<file path="src/rtl/regfile_sb_if.sv">
// Bundle of register-file read, write and scoreboard signals shared by the
// issuing pipeline (master) and the register file (slave).
interface regfile_sb_if #(
   parameter int DATA_W = 32,
   parameter int ADDR_W = 5
);
   logic [ADDR_W-1:0] rsc;
   logic [ADDR_W-1:0] rtc;
   logic [DATA_W-1:0] rs;
   logic [DATA_W-1:0] rt;
   logic              rs_busy;
   logic              rt_busy;
   logic              wa_en;
   logic [ADDR_W-1:0] wa_addr;
   logic [DATA_W-1:0] wa_data;
   logic              wb_en;
   logic [ADDR_W-1:0] wb_addr;
   logic [DATA_W-1:0] wb_data;
   logic              rsv_en;
   logic [ADDR_W-1:0] rsv_addr;
   logic [ADDR_W:0]   busy_cnt;

   modport master (
      output rsc, rtc,
      output wa_en, wa_addr, wa_data,
      output wb_en, wb_addr, wb_data,
      output rsv_en, rsv_addr,
      input  rs, rt, rs_busy, rt_busy, busy_cnt
   );

   modport slave (
      input  rsc, rtc,
      input  wa_en, wa_addr, wa_data,
      input  wb_en, wb_addr, wb_data,
      input  rsv_en, rsv_addr,
      output rs, rt, rs_busy, rt_busy, busy_cnt
   );
endinterface

</file>
<file path="src/rtl/regfile_sb.sv">
// Two-read / two-write register file with optional same-cycle forwarding and a
// per-register busy scoreboard for long-latency results (reserve / release).
module regfile_sb #(
   parameter int DATA_W   = 32,
   parameter int ADDR_W   = 5,
   parameter int ZERO_REG = 1,
   parameter int BYPASS   = 1
) (
   input  logic          clk,
   input  logic          rst_n,
   regfile_sb_if.slave   rf
);
   localparam int DEPTH = 1 << ADDR_W;

   logic [DATA_W-1:0] regs [DEPTH];
   logic [DEPTH-1:0]  busy;
   logic [DEPTH-1:0]  busy_nxt;
   logic [ADDR_W:0]   busy_cnt_q;

   logic              wa_ok;
   logic              wb_ok;
   logic              rsv_ok;

   logic [ADDR_W-1:0] raddr [2];
   logic [DATA_W-1:0] rdata [2];
   logic              rbusy [2];

   function automatic logic writable(input logic [ADDR_W-1:0] a);
      return (ZERO_REG == 0) || (a != '0);
   endfunction

   function automatic logic [ADDR_W:0] popcount(input logic [DEPTH-1:0] v);
      logic [ADDR_W:0] n;
      n = '0;
      for (int i = 0; i < DEPTH; i++) begin
         n = n + {{ADDR_W{1'b0}}, v[i]};
      end
      return n;
   endfunction

   assign wa_ok  = rf.wa_en  && writable(rf.wa_addr);
   assign wb_ok  = rf.wb_en  && writable(rf.wb_addr);
   assign rsv_ok = rf.rsv_en && writable(rf.rsv_addr);

   // Storage: port B first so a same-address port A write overrides it.
   always_ff @(posedge clk or negedge rst_n) begin
      if (!rst_n) begin
         for (int i = 0; i < DEPTH; i++) begin
            regs[i] <= '0;
         end
      end else begin
         if (wb_ok) begin
            regs[rf.wb_addr] <= rf.wb_data;
         end
         if (wa_ok) begin
            regs[rf.wa_addr] <= rf.wa_data;
         end
      end
   end

   // Release is applied before reserve so a same-cycle reservation wins.
   always_comb begin
      busy_nxt = busy;
      if (rf.wb_en) begin
         busy_nxt[rf.wb_addr] = 1'b0;
      end
      if (rsv_ok) begin
         busy_nxt[rf.rsv_addr] = 1'b1;
      end
   end

   always_ff @(posedge clk or negedge rst_n) begin
      if (!rst_n) begin
         busy       <= '0;
         busy_cnt_q <= '0;
      end else begin
         busy       <= busy_nxt;
         busy_cnt_q <= popcount(busy_nxt);
      end
   end

   assign raddr[0] = rf.rsc;
   assign raddr[1] = rf.rtc;

   // Read ports: zero register, then port A, then port B, then storage.
   always_comb begin
      for (int p = 0; p < 2; p++) begin
         rdata[p] = regs[raddr[p]];
         rbusy[p] = busy[raddr[p]];
         if (BYPASS != 0) begin
            if (rf.wb_en && (rf.wb_addr == raddr[p])) begin
               rbusy[p] = 1'b0;
            end
            if (wb_ok && (rf.wb_addr == raddr[p])) begin
               rdata[p] = rf.wb_data;
            end
            if (wa_ok && (rf.wa_addr == raddr[p])) begin
               rdata[p] = rf.wa_data;
            end
         end
         if ((ZERO_REG != 0) && (raddr[p] == '0)) begin
            rdata[p] = '0;
            rbusy[p] = 1'b0;
         end
         if (!rst_n) begin
            rdata[p] = '0;
            rbusy[p] = 1'b0;
         end
      end
   end

   assign rf.rs       = rdata[0];
   assign rf.rt       = rdata[1];
   assign rf.rs_busy  = rbusy[0];
   assign rf.rt_busy  = rbusy[1];
   assign rf.busy_cnt = busy_cnt_q;

endmodule

</file>
<file path="src/flat_wrapper.sv">
// flat-port wrapper written by rule: the top's interface ports become plain ports
module regfile_sb_flat 
#(
   parameter int DATA_W   = 32,
   parameter int ADDR_W   = 5,
   parameter int ZERO_REG = 1,
   parameter int BYPASS   = 1
)
  (clk, rst_n, rf_rsc, rf_rtc, rf_wa_en, rf_wa_addr, rf_wa_data, rf_wb_en, rf_wb_addr, rf_wb_data, rf_rsv_en, rf_rsv_addr, rf_rs, rf_rt, rf_rs_busy, rf_rt_busy, rf_busy_cnt);
  regfile_sb_if #(.DATA_W(DATA_W), .ADDR_W(ADDR_W)) rf_i ();
  input  logic clk;
  input  logic rst_n;
  input wire logic [$bits(rf_i.rsc)-1:0] rf_rsc;
  input wire logic [$bits(rf_i.rtc)-1:0] rf_rtc;
  input wire logic [$bits(rf_i.wa_en)-1:0] rf_wa_en;
  input wire logic [$bits(rf_i.wa_addr)-1:0] rf_wa_addr;
  input wire logic [$bits(rf_i.wa_data)-1:0] rf_wa_data;
  input wire logic [$bits(rf_i.wb_en)-1:0] rf_wb_en;
  input wire logic [$bits(rf_i.wb_addr)-1:0] rf_wb_addr;
  input wire logic [$bits(rf_i.wb_data)-1:0] rf_wb_data;
  input wire logic [$bits(rf_i.rsv_en)-1:0] rf_rsv_en;
  input wire logic [$bits(rf_i.rsv_addr)-1:0] rf_rsv_addr;
  output wire logic [$bits(rf_i.rs)-1:0] rf_rs;
  output wire logic [$bits(rf_i.rt)-1:0] rf_rt;
  output wire logic [$bits(rf_i.rs_busy)-1:0] rf_rs_busy;
  output wire logic [$bits(rf_i.rt_busy)-1:0] rf_rt_busy;
  output wire logic [$bits(rf_i.busy_cnt)-1:0] rf_busy_cnt;
  assign rf_i.rsc = rf_rsc;
  assign rf_i.rtc = rf_rtc;
  assign rf_i.wa_en = rf_wa_en;
  assign rf_i.wa_addr = rf_wa_addr;
  assign rf_i.wa_data = rf_wa_data;
  assign rf_i.wb_en = rf_wb_en;
  assign rf_i.wb_addr = rf_wb_addr;
  assign rf_i.wb_data = rf_wb_data;
  assign rf_i.rsv_en = rf_rsv_en;
  assign rf_i.rsv_addr = rf_rsv_addr;
  assign rf_rs = rf_i.rs;
  assign rf_rt = rf_i.rt;
  assign rf_rs_busy = rf_i.rs_busy;
  assign rf_rt_busy = rf_i.rt_busy;
  assign rf_busy_cnt = rf_i.busy_cnt;
  regfile_sb #(.DATA_W(DATA_W), .ADDR_W(ADDR_W), .ZERO_REG(ZERO_REG), .BYPASS(BYPASS)) u_core (.clk(clk), .rst_n(rst_n), .rf(rf_i));
endmodule
</file>
<file path="config.mk">
export PLATFORM = sky130hd
export DESIGN_NAME = regfile_sb_flat
export DESIGN_NICKNAME = d
export VERILOG_FILES = /design/src/rtl/regfile_sb_if.sv /design/src/rtl/regfile_sb.sv /design/src/flat_wrapper.sv
export SDC_FILE = /design/constraint.sdc
export NUM_CORES = 2
export LEC_CHECK = 0
export ABC_AREA = 1
export BUFFER_PORTS_ARGS = -buffer_cell sky130_fd_sc_hd__buf_2
export CELL_PAD_IN_SITES_DETAIL_PLACEMENT = 0
export CELL_PAD_IN_SITES_GLOBAL_PLACEMENT = 1
export CORE_MARGIN = 3
export CORE_UTILIZATION = 42
export CTS_CLUSTER_DIAMETER = 200
export DETAILED_ROUTE_END_ITERATION = 16
export HOLD_SLACK_MARGIN = 0.05
export PLACE_DENSITY_LB_ADDON = 0.1
export SETUP_SLACK_MARGIN = 0.02
export SYNTH_ARGS = -nofsm -noshare
export SYNTH_HDL_FRONTEND = slang
export SYNTH_SLANG_ARGS = --single-unit
</file>
<file path="constraint.sdc">
create_clock -name clk -period 4.98 [get_ports clk]
set_input_delay 0.498 -clock clk [delete_from_list [all_inputs] [get_ports clk]]
set_output_delay 0.498 -clock clk [all_outputs]
set_load 0.05 [all_outputs]
</file>
==> impl_metrics.yaml <==
clocking:
  clk_pin_slew_ns: 0.06
  cts.path.max_buffers: 3
  h-tree-depth: 4
  root_buffer: "clkbuf_16"
  cts_buffers: 137
  insertion_delay_ns: 0.79
  clock_sinks: 1062
  cts_tree: "done"
power_and_ir_drop:
  peakVddDrop_mv: 2.69
  p_clk_frac: 0.288
  p_total_mw: 35.7
  internal_power_mw: 22.2
  p_leak_nw: 34.7
  comb_power_share: 0.371
  power.density_nw_per_um2: 456
  switchingPower_mw: 13.5
  switching_share: 0.377
  seqPwrFrac: 0.341
sta:
  final-max-slew-violation-count: 0
  setup_ws_ns: -0.122
  worstMarginPinSlew_ns: 1.38
  fin_skew_ns: 0.00816
  min_period_ns: 5.10
  fmax_ghz: 0.196
  slew_headroom: 0.0765
  rsz0062_at_grt: "true"
  hold_viol_final: 0
  final-setup-viol-count: 3
  fin_crit_sh: 1.02
floorplan:
  die_h_um: 414
  rows: 149
  start_util: 0.424
  dieArea_sq_um: 172000
  die_w_um: 414
  ios: 166
  coreArea_sq_um: 165000
synth:
  ys_seq_area_frac: 0.379
  synth_area_leader_cell: "dfrtp_1"
  synth_edf_count: 0
  synth_warnings: 0
  ys_async_sr_fraction: 1.00
  synthTopCellsByCount: "1,725 x o21ai_0, 1,320 x nand2_1, 1,097 x nand3_1"
  synth_top_cell_area_share: 0.379
  syn-instance-count: 10200
  syn-num-nets: 10300
  synth-seq-cells: 1062
  synth_area_sq_um: 70100
  synth-main-ff-cell: "dfrtp_1"
  synthTopCellsByArea: "dfrtp_1 38%, o21ai_0 12%, nand3_1 7.8%"
  yosys.cell_types.count: 39
  yosysMostFrequentCell: "o21ai_0"
  avgSynthCellArea_sq_um: 6.89
global_routing:
  grt_start_max_net_pins: 146
  grt_pass1_vias: 73500
  grt.total_usage: 0.430
  antenna_found_initial: 22
  overflow: 0
  grt_first_pass_wirelength_mm: 542
critical_path:
  path_cells: "o21a_2 > ha_4 > inv_2 > fa_1 > fa_1 > fa_1 > fa_1 > fa_1 > inv_2 > fa_1 > fa_2 > fa_2 > a21oi_2 > nor2_1 > nor2_1 > xnor2_1"
  max_stage_delay_ns: 0.53
  crit_path_start_kind: "register"
  rrSetupSlack_ns: -0.12
  required_ns: 5.68
  cp-end-kind: "register"
  cp.arrival_ns: 5.81
  cp_max_fo: 2
  cp_slowest_cell: "fa_1"
  reg2reg_depth: 16
  crit_top_cell: "fa_1"
  crit_type: "reg2reg"
routing:
  firstDrtPassIters: 7
  vias_per_cell: 6.53
  wl_per_cell_um: 31.8
  drt_iter0_markers: 11900
  drt-total-wl_mm: 383
  drcViolationCount: 0
  num_vias: 78700
  antenna_left: 0
finish:
  stdcell_count: 12000
  final_design_area_no_fill_sq_um: 78300
  area_growth_pct: 11.7
  nets: 9865
  drive_gt1_frac: 0.0887
hold_path:
  hold_path_depth: 3
  hold_class: "in2reg"
place:
  dp_cells: 11800
  place.gp.congestion: 0.979
  detailedPlacementHpwl_mm: 222
  place.port_buffers: 165
  postPlaceCellArea_sq_um: 73400
flow_run:
  cap_violations: 0
run_status:
  outcome: "finished with violations"
  violations: "negative setup slack"
==> state kept, by name (all words and copies together), names as in the netlist <==
name and cells:
u_core.busy 32, u_core.regs 1024, u_core.rf.busy_cnt 6
==> layout by cell type, fill, tap and decap left out, types with 7 or more instances in the layout <==
cell,Yosys,final
o21ai_0,1725,1723
nand2_1,1320,1291
nand3_1,1097,1088
dfrtp_1,1062,1062
inv_1,1062,1040
a21oi_1,861,860
o211ai_1,558,558
nor2_1,556,544
o22ai_1,512,506
buf_4,6,286
clkbuf_16,0,143
nor3_1,124,117
buf_2,178,103
buf_12,0,89
inv_2,35,46
o21ai_1,39,41
clkbuf_8,0,40
clkbuf_1,783,34
nand2_2,2,29
fa_1,24,22
nor2_4,5,21
or2_2,21,21
clkinv_2,0,16
a22oi_1,15,15
dlygate4sd3_1,0,14
diode_2,0,12
a211oi_1,12,12
clkinv_1,11,10
inv_6,0,9
xor2_1,8,7
ha_1,8,7
==> critical path, delay by kind of cell (launching register included) <==
family	cells	cell delay, ns
XOR/XNOR	1	0.14
flip-flops	1	0.37
buffers and inverters	2	0.08
AO/OA/AOI/OAI	2	0.29
adder cells (fa/ha/maj)	9	3.96
AND/OR/NAND/NOR	2	0.19
==> layout make-up <==
class	instances	area, sq um
Fill cell	16600	87100
Multi-Input combinational cell	6924	35500
Sequential cell	1062	26600
Timing Repair Buffer	506	4750
Clock buffer	217	4260
Inverter	1108	4210
Tap cell	2189	2740
Clock inverter	26	233
Antenna cell	12	30.0
==> through the flow <==
step | worst slack [ns] | setup TNS [ns] | utilization | hold WS, ns
floorplan | -0.662 | -2.35 | - | 0.202
global placement | -0.980 | -4.31 | 0.444 | 0.376
detailed placement | -0.965 | -4.22 | 0.444 | 0.380
CTS | -0.229 | -0.566 | 0.472 | 0.0500
global route | -0.295 | -1.02 | 0.473 | 0.0814
finish | -0.122 | -0.321 | 0.473 | 0.0660
==> repair_timing <==
action / 4_1_cts / 5_1_grt
hold buffers: 14 / 0
resized for setup: 5 / 26
hold endpoints to repair: 54 / 0
pin swaps: 1 / 9
endpoints found under the setup margin: 4 / 5
buffers inserted: 3 / 7
==> power by group through the flow <==
stage,combinational [mW],clock (mW),sequential [mW]
floorplan,8.39,0,12.0
global placement,12.0,0,12.2
detailed placement,12.1,0,12.2
CTS,12.8,10.3,12.1
global route,14.9,10.6,12.4
finish,13.2,10.3,12.2
==> worst paths after layout <==
| kind | from | end |
|---|---|---|
| worst max-delay path | u_core.busy[0] | u_core.rf.busy_cnt[4] |
| worst min-delay path | rf_wa_data[30] | u_core.regs[190] |
| worst max register to register | u_core.busy[0] | u_core.rf.busy_cnt[4] |
| worst min register to register | u_core.regs[1013] | u_core.regs[1013] |
| max in group asynchronous | rst_n | u_core.regs[90] |
| min in group asynchronous | rst_n | u_core.regs[485] |
==> kinds of logic after synthesis <==
group	Yosys count	share of synthesized area
adder cells (fa/ha/maj)	32	0.00828
buffers and inverters	2189	0.121
AND/OR/NAND/NOR	3149	0.193
XOR/XNOR	11	0.00137
AO/OA/AOI/OAI	3732	0.297
flip-flops	1062	0.379
==> layer usage <==
layer  share of wire  up-vias  wire length, um  track usage
met5        0.000073        -               28            0
met4           0.089        4            34100        0.324
met3            0.12     1373            44900        0.109
met2            0.42     5673           162000        0.639
met1            0.37    37700           142000        0.539
li1                -    34000                -            -
Power figures use the tool's default switching activity.
